## config.mk

```make
export PLATFORM = sky130hd
export DESIGN_NAME = wb_queue
export DESIGN_NICKNAME = d
export VERILOG_FILES = /design/src/rtl/wbq_pkg.sv /design/src/rtl/wbq_fwd_lookup.sv /design/src/rtl/wb_queue.sv
export SDC_FILE = /design/constraint.sdc
export NUM_CORES = 1
export LEC_CHECK = 0
export ABC_AREA = 1
export CORE_MARGIN = 2
export CORE_UTILIZATION = 55
export CTS_BUF_LIST = sky130_fd_sc_hd__clkbuf_4 sky130_fd_sc_hd__clkbuf_8
export DETAILED_ROUTE_END_ITERATION = 7
export PLACE_DENSITY = 0.8
export SYNTH_ARGS = -nofsm -noshare
export SYNTH_HDL_FRONTEND = slang
export SYNTH_SLANG_ARGS = --single-unit
```

## constraint.sdc

```tcl
create_clock -name clock -period 4.57 [get_ports clock]
set_input_delay 0.914 -clock clock [delete_from_list [all_inputs] [get_ports clock]]
set_output_delay 0.914 -clock clock [all_outputs]
set_load 0.02 [all_outputs]
```

## src/rtl/wbq_pkg.sv

```systemverilog
// rtl/wbq_pkg.sv - shared entry type, constants and pointer helper for wb_queue
package wbq_pkg;

    localparam int WB_XLEN = 32;
    localparam logic [4:0] REG_ZERO = 5'd0;

    typedef struct packed {
        logic               valid;
        logic [4:0]         rd;
        logic [WB_XLEN-1:0] data;
    } wb_entry_t;

    function automatic int unsigned wrap_inc(input int unsigned ptr, input int unsigned depth);
        return (ptr + 1 >= depth) ? 0 : ptr + 1;
    endfunction

endpackage

```

## src/rtl/wbq_fwd_lookup.sv

```systemverilog
// rtl/wbq_fwd_lookup.sv - youngest-match forwarding scan over the queued entries
module wbq_fwd_lookup
    import wbq_pkg::*;
#(
    parameter int DEPTH = 4,
    parameter int XLEN  = WB_XLEN
) (
    input  wb_entry_t                  entries [DEPTH],
    input  logic [$clog2(DEPTH)-1:0]   head,
    input  logic [$clog2(DEPTH):0]     count,
    input  logic [4:0]                 address,
    output logic                       hit,
    output logic [XLEN-1:0]            data
);

    localparam int PTR_W = $clog2(DEPTH);

    // Walk oldest to youngest so a later match overrides an earlier one.
    always_comb begin
        hit  = 1'b0;
        data = '0;
        for (int i = 0; i < DEPTH; i++) begin
            if ((PTR_W+1)'(i) < count
                && entries[head + PTR_W'(i)].valid
                && entries[head + PTR_W'(i)].rd == address
                && address != REG_ZERO) begin
                hit  = 1'b1;
                data = entries[head + PTR_W'(i)].data;
            end
        end
    end

endmodule

```

## src/rtl/wb_queue.sv

```systemverilog
// rtl/wb_queue.sv - writeback queue feeding the register file write port; WBQ_BYPASS_EN enables empty-queue bypass
module wb_queue
    import wbq_pkg::*;
#(
    parameter int DEPTH = 4,
    parameter int XLEN  = WB_XLEN
) (
    input  logic                     clock,
    input  logic                     reset_n,
    input  logic                     alu_valid,
    output logic                     alu_ready,
    input  logic [4:0]               alu_rd,
    input  logic [XLEN-1:0]          alu_data,
    input  logic                     mem_valid,
    output logic                     mem_ready,
    input  logic [4:0]               mem_rd,
    input  logic [XLEN-1:0]          mem_data,
    input  logic                     drain_en,
    output logic                     write_enable,
    output logic [4:0]               rd_address,
    output logic [XLEN-1:0]          rd_data,
    input  logic [4:0]               rs1_address,
    output logic                     rs1_fwd_hit,
    output logic [XLEN-1:0]          rs1_fwd_data,
    input  logic [4:0]               rs2_address,
    output logic                     rs2_fwd_hit,
    output logic [XLEN-1:0]          rs2_fwd_data,
    output logic [$clog2(DEPTH):0]   count
);

    localparam int PTR_W = $clog2(DEPTH);

    wb_entry_t        entries [DEPTH];
    wb_entry_t        head_entry;
    logic [PTR_W-1:0] head, tail;
    logic             empty, full, pop, space;
    logic             acc_mem, acc_alu, push, bypass, enqueue;
    logic [4:0]       in_rd;
    logic [XLEN-1:0]  in_data;
    logic             q1_hit, q2_hit;
    logic [XLEN-1:0]  q1_data, q2_data;

    assign empty      = (count == '0);
    assign full       = (count == (PTR_W+1)'(DEPTH));
    assign pop        = !empty && drain_en;
    assign space      = !full || pop;
    assign mem_ready  = space;
    assign alu_ready  = space && !mem_valid;
    assign acc_mem    = mem_valid && space;
    assign acc_alu    = alu_valid && alu_ready;
    assign head_entry = entries[head];

    always_comb begin
        in_rd   = alu_rd;
        in_data = alu_data;
        if (acc_mem) begin
            in_rd   = mem_rd;
            in_data = mem_data;
        end
    end

    // x0 results are handshaken but never stored.
    assign push = (acc_mem || acc_alu) && (in_rd != REG_ZERO);

`ifdef WBQ_BYPASS_EN
    assign bypass = push && empty && drain_en;
`else
    assign bypass = 1'b0;
`endif

    assign enqueue = push && !bypass;

    always_comb begin
        write_enable = pop || bypass;
        rd_address   = REG_ZERO;
        rd_data      = '0;
        if (pop) begin
            rd_address = head_entry.rd;
            rd_data    = head_entry.data;
        end else if (bypass) begin
            rd_address = in_rd;
            rd_data    = in_data;
        end
    end

    // Pop clears before push writes, so a full push+pop on the same slot keeps the new entry.
    always_ff @(posedge clock or negedge reset_n) begin
        if (!reset_n) begin
            head  <= '0;
            tail  <= '0;
            count <= '0;
            for (int i = 0; i < DEPTH; i++) entries[i] <= '0;
        end else begin
            if (pop) begin
                entries[head].valid <= 1'b0;
                head <= PTR_W'(wrap_inc(32'(head), DEPTH));
            end
            if (enqueue) begin
                entries[tail] <= '{valid: 1'b1, rd: in_rd, data: in_data};
                tail <= PTR_W'(wrap_inc(32'(tail), DEPTH));
            end
            count <= count + (PTR_W+1)'(enqueue) - (PTR_W+1)'(pop);
        end
    end

    wbq_fwd_lookup #(.DEPTH(DEPTH), .XLEN(XLEN)) u_fwd1 (
        .entries(entries), .head(head), .count(count),
        .address(rs1_address), .hit(q1_hit), .data(q1_data)
    );

    wbq_fwd_lookup #(.DEPTH(DEPTH), .XLEN(XLEN)) u_fwd2 (
        .entries(entries), .head(head), .count(count),
        .address(rs2_address), .hit(q2_hit), .data(q2_data)
    );

    // A bypassing input only exists while the queue is empty, so it is the youngest match.
    assign rs1_fwd_hit  = q1_hit || (bypass && rs1_address == in_rd);
    assign rs1_fwd_data = (bypass && rs1_address == in_rd) ? in_data : q1_data;
    assign rs2_fwd_hit  = q2_hit || (bypass && rs2_address == in_rd);
    assign rs2_fwd_data = (bypass && rs2_address == in_rd) ? in_data : q2_data;

endmodule

```

# Word-level counts from Yosys, hierarchy flattened
# Index checks and enable logic that the tools add are counted.
# op_classes
addsub,7
order_cmp,13
eq_ne,9
muxes,42
bitwise,5
n_reduce_logical,36
# op_table
operator,n
two-way mux 38 bit,10
two-way mux 32 bit,10
binary-select mux 38 bit (select 2 bit),4
bitwise mux 152 bit,2
two-way mux 152 bit,2
demux 38 bit (select 2 bit),2
equality test 5 bit,8
logical AND 1 bit,27
>= comparator 3 bit (second input constant),7
NOT 2 -> 3 bit,5
nonzero test 5 bit,3
two-way mux 5 bit,2
two-way mux 1 bit,8
adder 2 x 1 -> 3 bit (second input constant),2
< comparator 1 x 3 -> 1 bit (first input constant),2
< comparator 2 x 3 -> 1 bit (first input constant),2
< comparator 3 x 1 -> 1 bit (second input constant),2
adder 2 bit (second input constant),2
two-way mux 2 bit,2
adder 3 x 1 -> 3 bit,1
equality test 3 bit (second input constant),1
logical NOT 1 bit,3
logical NOT 3 bit,1
subtractor 3 x 1 -> 3 bit,1
2 further kinds,3
# totals
ff_bits,159
out_inout_bits,109
wordCells,127

# Depth between registers and ports, before layout
# Gate-level depths: netlist of the first run.
# depth
word_depth,11
depth_mapped,21

# Cells and area by module
# From an unflattened synthesis of the first run, not the netlist that was laid out.
# hier_totals
cells_unflattened,3258
hier_area_um2,18655.4
# by_module_without_submodules
module,n_inst,cells_each,area_per_inst_um2
wbq_fwd_lookup,2,1056,5022.3
wb_queue,1,1146,8610.8

# Worst setup path after synthesis of the first run
# OpenSTA, ideal clock, no wires.
# synth_path
kind,register to output
from,register head[1]
to,output port rs2_fwd_data[26]
arrival_time_ns,3.094
path_slack_ns,0.562
path_stages_with_launch,16
n_path_buf,8
cell_sequence,dfrtp_1 > buf_4 > inv_2 > buf_4 > buf_2 > clkbuf_1 > ha_1 > inv_2 > buf_2 > buf_2 > buf_2 > buf_1 > nand2_1 > o21ai_0 > nor2_1 > a21oi_1
# synth_between
elab_chain_len,11
elab_cells_between_ends,39
classes_between,3 x add/sub; 4 x eq/ne; 16 x mux; 4 x bitwise; 12 x reduce/logical
# synth_lines
element,line,text
start: declaration,wb_queue.sv:35,"logic [PTR_W-1:0] head, tail;"
start signal: assignment,wb_queue.sv:96,"head <= PTR_W'(wrap_inc(32'(head), DEPTH));"
adder 2 x 1 -> 2 bit / NOT 2 -> 3 bit (equally long branches),"wbq_fwd_lookup.sv:24, wbq_fwd_lookup.sv:25, wbq_fwd_lookup.sv:28",
NOT 2 -> 3 bit (implied by the code) / binary-select mux 38 bit (select 2 bit) (equally long branches),"wbq_fwd_lookup.sv:24, wbq_fwd_lookup.sv:25, wbq_fwd_lookup.sv:28",
binary-select mux 38 bit (select 2 bit) / two-way mux 38 bit (equally long branches),"wbq_fwd_lookup.sv:24, wbq_fwd_lookup.sv:25, wbq_fwd_lookup.sv:28",
two-way mux 38 bit (implied by the code),wbq_fwd_lookup.sv:25,&& entries[head + PTR_W'(i)].rd == address
two-way mux 38 bit (implied by the code) (tied with other cells),wbq_fwd_lookup.sv:24,&& entries[head + PTR_W'(i)].valid
equality test 5 bit (tied with other cells),wbq_fwd_lookup.sv:25,
"logical AND 1 bit, on equally long branches","wbq_fwd_lookup.sv:25, wbq_fwd_lookup.sv:26",
logical AND 1 bit / two-way mux 32 bit (equally long branches),"wbq_fwd_lookup.sv:26, wbq_fwd_lookup.sv:23",
two-way mux 32 bit (2 in a row),wbq_fwd_lookup.sv:23,if ((PTR_W+1)'(i) < count
two-way mux 32 bit *,wbq_fwd_lookup.sv:23,
end: declaration,wb_queue.sv:27,"output logic [XLEN-1:0] rs2_fwd_data,"
# Every way passes the cells marked *; elsewhere a longest branch is shown, timed or not. The select of a mux whose other input is x is not followed.

# Worst setup path after layout of the first run
# layout_path
from,register head[1]
to,output port rs2_fwd_data[4]
# The elaborated chain is that of the path after synthesis.

==> results.json, run 1 <==
{
  "outcome": "completed",
  "cts-root-buf": "clkbuf_8",
  "area_growth_pct": 19.65,
  "nets": 2683,
  "initial_core_util_pct": 55.83,
  "grt_overflow_total": 0,
  "hold_class": "reg2reg",
  "relSlewSlack_pct": 30.96,
  "synth_xor_area_share_pct": 0.8476,
  "antenna_found_initial": 0,
  "synth_fa_ha_area_share_pct": 1.176,
  "track_usage_pct": 36.51,
  "yosysTopAreaCellShare_pct": 27.50,
  "num_rows": 59,
  "drt-pass1-iter-count": 8,
  "syn_inst": 2458,
  "clk_pin_slew_worst_paths_ns": 0.10,
  "ant_nets": 0,
  "first_global_vias": 14560,
  "crit_arrival_ns": 3.54,
  "ys_warn_count": 0,
  "period_minus_slack_ns": 4.457,
  "io_buffers": 197,
  "die_h_um": 166.2,
  "drc": 0,
  "cts_inserted_buffers": 17,
  "dp_hpwl_um": 37350,
  "place_congestion": 0.9718,
  "cts_hold_buf": 0,
  "synth.area.top_cells": "dfrtp_1 28%, nand2_1 23%, o21ai_0 12%",
  "cts_tree": "yes",
  "grt_pass1_wl_um": 80230,
  "synth_mux_area_share_pct": 2.491,
  "worst_pin_slew_ns": 1.036,
  "cap_violations": 0,
  "ctsHtreeMaxLevel": 4,
  "core_sq_um": 25910,
  "fmax_ghz": 0.2244,
  "ios": 198,
  "period_share_pct": 97.52,
  "setup_viol": 0,
  "cp-start-kind": "register",
  "drt_iter0_markers": 2545,
  "worst_slack_ns": 0.1133,
  "drive_gt1_share_pct": 6.939,
  "synth_area_sq_um": 14470,
  "finClkSkew_ns": 0.01531,
  "num_antenna_cells": 0,
  "ys_ff_latch": 159,
  "preCtsSetupSlack_ns": 0.1303,
  "critPathCaptureType": "primary output",
  "hold_viol_final": 0,
  "critical_path_class": "reg2out",
  "clk_latency_ns": 0.46,
  "die_area_sq_um": 27620,
  "path_max_fanout": 14,
  "finalMaxSlewViolations": 0,
  "ys_seq_area_share_pct": 27.50,
  "synth_nets": 2560,
  "grt_max_degree": 175,
  "synth_top_family_by_area": "simple AND/OR/NAND/NOR gates",
  "routed_wirelength_um": 51770,
  "postLayoutCoreUtil_pct": 66.80,
  "synth-simple-area-share_pct": 37.27,
  "avgRoutedWirePerCell_um": 17.67,
  "cts_buffer_depth": 2,
  "critical_path_required_ns": 3.66,
  "ys_types": 35,
  "via_per_inst": 5.664,
  "yosysTopAreaCell": "dfrtp_1",
  "numClockSinks": 159,
  "route.vias.total": 16590,
  "syn_area_per_cell_sq_um": 5.885,
  "die_w_um": 166.2,
  "synth_compound_gate_area_share_pct": 16.23
}
-- layout make-up --
cell class                      count  area (sq um)
Clock buffer                       17         234.0
Fill cell                        2280          8602
Sequential cell                   159          3984
Clock inverter                     15         171.4
Tap cell                          335         419.2
Timing Repair Buffer              268          2831
Inverter                          325          1222
Multi-Input combinational cell   1810          8447
-- sequential cells by signal, summed over array words and instances (netlist names) --
register / cells
head: 2
entries: 152
count: 3
tail: 2
-- worst max-delay path, cell delays in order (launching register included) --
cell and delay [ns]:
dfrtp_1 0.39, inv_2 0.07, ha_1 0.35, buf_4 0.25, nand3_1 0.10, nand2_1 0.18, xor2_1 0.25, nand4_1 0.18
nor2_4 0.18, buf_4 0.23, nor2_1 0.07, a21oi_1 0.19, clkdlybuf4s50_1 0.64
-- what timing repair did --
action	4_1_cts	5_1_grt
buffers inserted	0	0
endpoints found under the setup margin	2	63
resized for setup	1	44
gates cloned	0	1
pin swaps	0	1
-- layer usage --
layer,up-vias,track usage (%),routed length (um)
li1,7968,-,-
met1,7449,58.84,22950
met5,-,0.8696,23
met3,54,11.20,8229
met4,2,5.860,644
met2,1116,47.48,19920
-- synth_stat cells --
| cell type | instances |
|---|---|
| nor2b_1 | 1 |
| o2111ai_1 | 1 |
| nand3_4 | 1 |
| inv_1 | 321 |
| nand3b_1 | 1 |
| buf_6 | 15 |
| nand3_1 | 221 |
| nand2_2 | 3 |
| o21a_1 | 32 |
| o21ai_2 | 6 |
| dfrtp_1 | 159 |
| nand2_1 | 882 |
| ha_1 | 12 |
| mux2_2 | 32 |
| clkbuf_1 | 44 |
| buf_2 | 85 |
| nor2_2 | 10 |
| nor3_1 | 4 |
| fa_1 | 1 |
| nand2_4 | 1 |
| nor2_4 | 4 |
| xor2_1 | 14 |
| nand3_2 | 3 |
| nor2_1 | 136 |
| inv_2 | 4 |
| buf_4 | 11 |
| o21ai_0 | 352 |
| or2_2 | 1 |
| a21oi_1 | 25 |
| buf_1 | 9 |
| nor2_8 | 1 |
| nand4_1 | 35 |
| a31oi_1 | 1 |
| o211ai_1 | 1 |
| o21ai_1 | 29 |
-- kinds of logic (layout without fill, tap and decap cells) --
group	count (synthesis)	in the layout
muxes	32	32
xor gates and xnor gates	14	14
buffers and inverters	489	625
and+or+nand+nor	1304	1304
adders and majority gates	13	13
DFF	159	159
AOI/OAI and AO/OA	447	447
-- cell usage in the layout, fill, tap and decap left out, drive strengths merged --
| master | n |
|---|---|
| a21oi | 25 |
| a31oi | 1 |
| buf | 71 |
| bufinv | 1 |
| clkbuf | 18 |
| clkdlybuf4s50 | 176 |
| clkinv | 3 |
| clkinvlp | 1 |
| dfrtp | 159 |
| dlymetal6s2s | 20 |
| fa | 1 |
| ha | 12 |
| inv | 335 |
| mux2 | 32 |
| nand2 | 886 |
| nand3 | 225 |
| nand3b | 1 |
| nand4 | 35 |
| nor2 | 151 |
| nor2b | 1 |
| nor3 | 4 |
| o2111ai | 1 |
| o211ai | 1 |
| o21a | 32 |
| o21ai | 387 |
| or2 | 1 |
| xor2 | 14 |
-- metrics by stage --
| stage | instance area [sq um] | hold WS [ns] | std cells | TNS (ns) |
|---|---|---|---|---|
| final | 17310 | 0.5227 | 2929 | 0 |
| after global routing | 17310 | 0.5506 | 2929 | -0.0009426 |
| after CTS | 17150 | 0.5228 | 2928 | 0 |
| after detailed placement | 16740 | 0.4993 | 2896 | 0 |
| after global placement | 16740 | 0.4992 | 2896 | 0 |
| after floorplan | 14470 | 0.4730 | 2458 | 0 |
-- final timing paths --
kind	endpoint	depth (start not counted)	start	slack, ns
max in group asynchronous	entries[10]	2	reset_n	3.17
max reg2reg	count[2]	14	count[0]	1.56
min in group asynchronous	count[2]	1	reset_n	0.55
min reg2reg	entries[113]	2	entries[113]	0.52
min	entries[113]	2	entries[113]	0.52
max	rs2_fwd_data[4]	12	head[1]	0.11
Power of run 1 is not shown: default switching activity piles up to over one toggle a cycle in this logic, so the estimate is an artifact.
==> run 2: changes to the inputs <==
CORE_UTILIZATION = 52   (was 55)
PLACE_DENSITY = 0.79   (was 0.8)
clock period = 3.76 ns   (was 4.57 ns; I/O delays follow)
==> run 2 against run 1 <==
Effect of this change:
- the flow now finishes with violations (DRC, setup timing)
- worst hold slack lost 0.27 ns
- sequential cell count is the same
- setup slack got worse by 0.12 ns
- sequential share of layout area is 2.6 points lower
- clock skew shrank 0.0024 ns
- cell count up 7.8%
- die area is 5.6% higher
- largest cell class unchanged
- critical path depth increased by 5
==> results.json, run 2 (synthesis gave the netlist of run 1 again) <==
{
  "crit_family": "buffers and inverters",
  "place_congestion": 0.9920,
  "drt_iter0_markers": 2537,
  "route.vias.total": 17610,
  "worst_pin_slew_ns": 0.9859,
  "relSlewSlack_pct": 34.27,
  "drt-pass1-iter-count": 8,
  "clk_latency_ns": 0.47,
  "finClkSkew_ns": 0.01296,
  "area_growth_pct": 35.09,
  "core_sq_um": 27550,
  "violations": "DRC, setup timing",
  "fmax_ghz": 0.2655,
  "rr_endpoint": "entries[10]",
  "use_met2_pct": 52.67,
  "drc": 12,
  "critPathCaptureType": "primary output",
  "r2r-start": "count[1]",
  "r2r_slack_ns": 0.68,
  "path_max_fanout": 8,
  "crit_arrival_ns": 3.01,
  "place_inst": 3090,
  "die_h_um": 170.8,
  "ctsHtreeMaxLevel": 4,
  "avgRoutedWirePerCell_um": 18.43,
  "largest_registers": "entries x152, count x3",
  "num_antenna_cells": 0,
  "io_buffers": 197,
  "grt_pass1_wl_um": 85970,
  "place_area_sq_um": 18010,
  "critical_path_required_ns": 3.01,
  "clk_pin_slew_worst_paths_ns": 0.09,
  "cts_buffer_depth": 2,
  "finalMaxSlewViolations": 0,
  "cp_cell_sequence": "inv_2, ha_4, clkinv_8, buf_6, nand3_4, nand2_4, nand2_2, nand2_2, nand3b_1, nor2_4, buf_6, buf_12, clkbuf_16, nand2_1, nand3_1, a21oi_2, buf_6",
  "dp_hpwl_um": 41430,
  "setup_viol": 1,
  "seqCellArea_sq_um": 3983,
  "cpMostUsedCell": "buf_6",
  "period_minus_slack_ns": 3.767,
  "via_per_inst": 5.580,
  "cts_hold_buf": 0,
  "worst_slack_ns": -0.006565,
  "regMostFlops": "entries",
  "die_w_um": 170.8,
  "ant_nets": 0,
  "routed_wirelength_um": 58160,
  "track_usage_pct": 38.49,
  "cts_inserted_buffers": 17,
  "met1_usage_pct": 59.00,
  "hold_class": "in2async",
  "cap_violations": 0,
  "nets": 2867,
  "multi_input_comb_area_sq_um": 9050,
  "critical_path_class": "reg2out",
  "use_met3_pct": 12.42,
  "rsz0062_at_grt": "true",
  "ios": 198,
  "grt_overflow_total": 0,
  "max_stage_delay_ns": 0.44,
  "fin_cells": 3156,
  "worst-path-buf-inv": 7,
  "cts_tree": "yes",
  "initial_core_util_pct": 52.50,
  "layout_commonest_cell": "nand2_1",
  "grt_max_degree": 72,
  "numClockSinks": 159,
  "num_rows": 61,
  "outcome": "finished, violations left",
  "hold_viol_final": 0,
  "cp-start-kind": "register",
  "setup_tns_ns": -0.006565,
  "die_area_sq_um": 29170,
  "r2r_cells": 14,
  "final_area_sq_um": 19540,
  "final_cell_mix": "851 x nand2_1, 338 x o21ai_0, 321 x inv_1, 217 x buf_4, 182 x nand3_1",
  "critPathSlowestCell": "dfrtp_1",
  "drive_gt1_share_pct": 19.08,
  "antenna_found_initial": 0,
  "period_share_pct": 100.2,
  "cts-root-buf": "clkbuf_8",
  "grt-busiest-layer": "met1",
  "first_global_vias": 15150,
  "largest_reg_flops": 152,
  "postLayoutCoreUtil_pct": 70.93,
  "fill_cells": 2261
}
run 2: cell type report:
| cell class | count | share of cell area [%] |
|---|---|---|
| Timing Repair inverter | 1 | 0.04482 |
| Inverter | 325 | 6.358 |
| Timing Repair Buffer | 451 | 22.24 |
| Clock inverter | 15 | 1.056 |
| Multi-Input combinational cell | 1810 | 46.31 |
| Tap cell | 378 | 2.420 |
| Sequential cell | 159 | 20.38 |
| Clock buffer | 17 | 1.197 |
run 2: through the flow:
stage	setup slack, ns	hold WS, ns
2_1_floorplan	0.02634	0.4564
3_3_place_gp	-0.2215	0.5015
3_5_place_dp	-0.1915	0.5066
4_1_cts	-0.03377	0.2813
5_1_grt	-0.09534	0.2950
6_report	-0.006565	0.2492
run 2: how the worst max path moves through the flow:
stage | end | startpoint | cells after the start
2_1_floorplan | rs2_fwd_data[26] | head[1] | 15
5_1_grt | rs2_fwd_data[12] | head[0] | 17
3_5_place_dp | rs2_fwd_data[12] | rs2_address[2] | 15
4_1_cts | rs2_fwd_data[12] | head[0] | 15
3_3_place_gp | rs2_fwd_data[12] | rs2_address[3] | 15
6_report | rs2_fwd_data[12] | head[1] | 17
run 2: what timing repair did:
item                                   CTS  global route
setup buffers                            5            16
pin swaps                                2            49
setup endpoints to repair               75            84
endpoints found under the hold margin    0             0
resized for setup                      227           276
cloned                                   6             9
run 2: per-layer routing:
metal	routed length [um]	share of wire, %
met1	25060	43
met2	23110	40
met5	40	0.069
met3	8651	15
met4	1299	2.2
Power of run 2 is left out for the same reason.
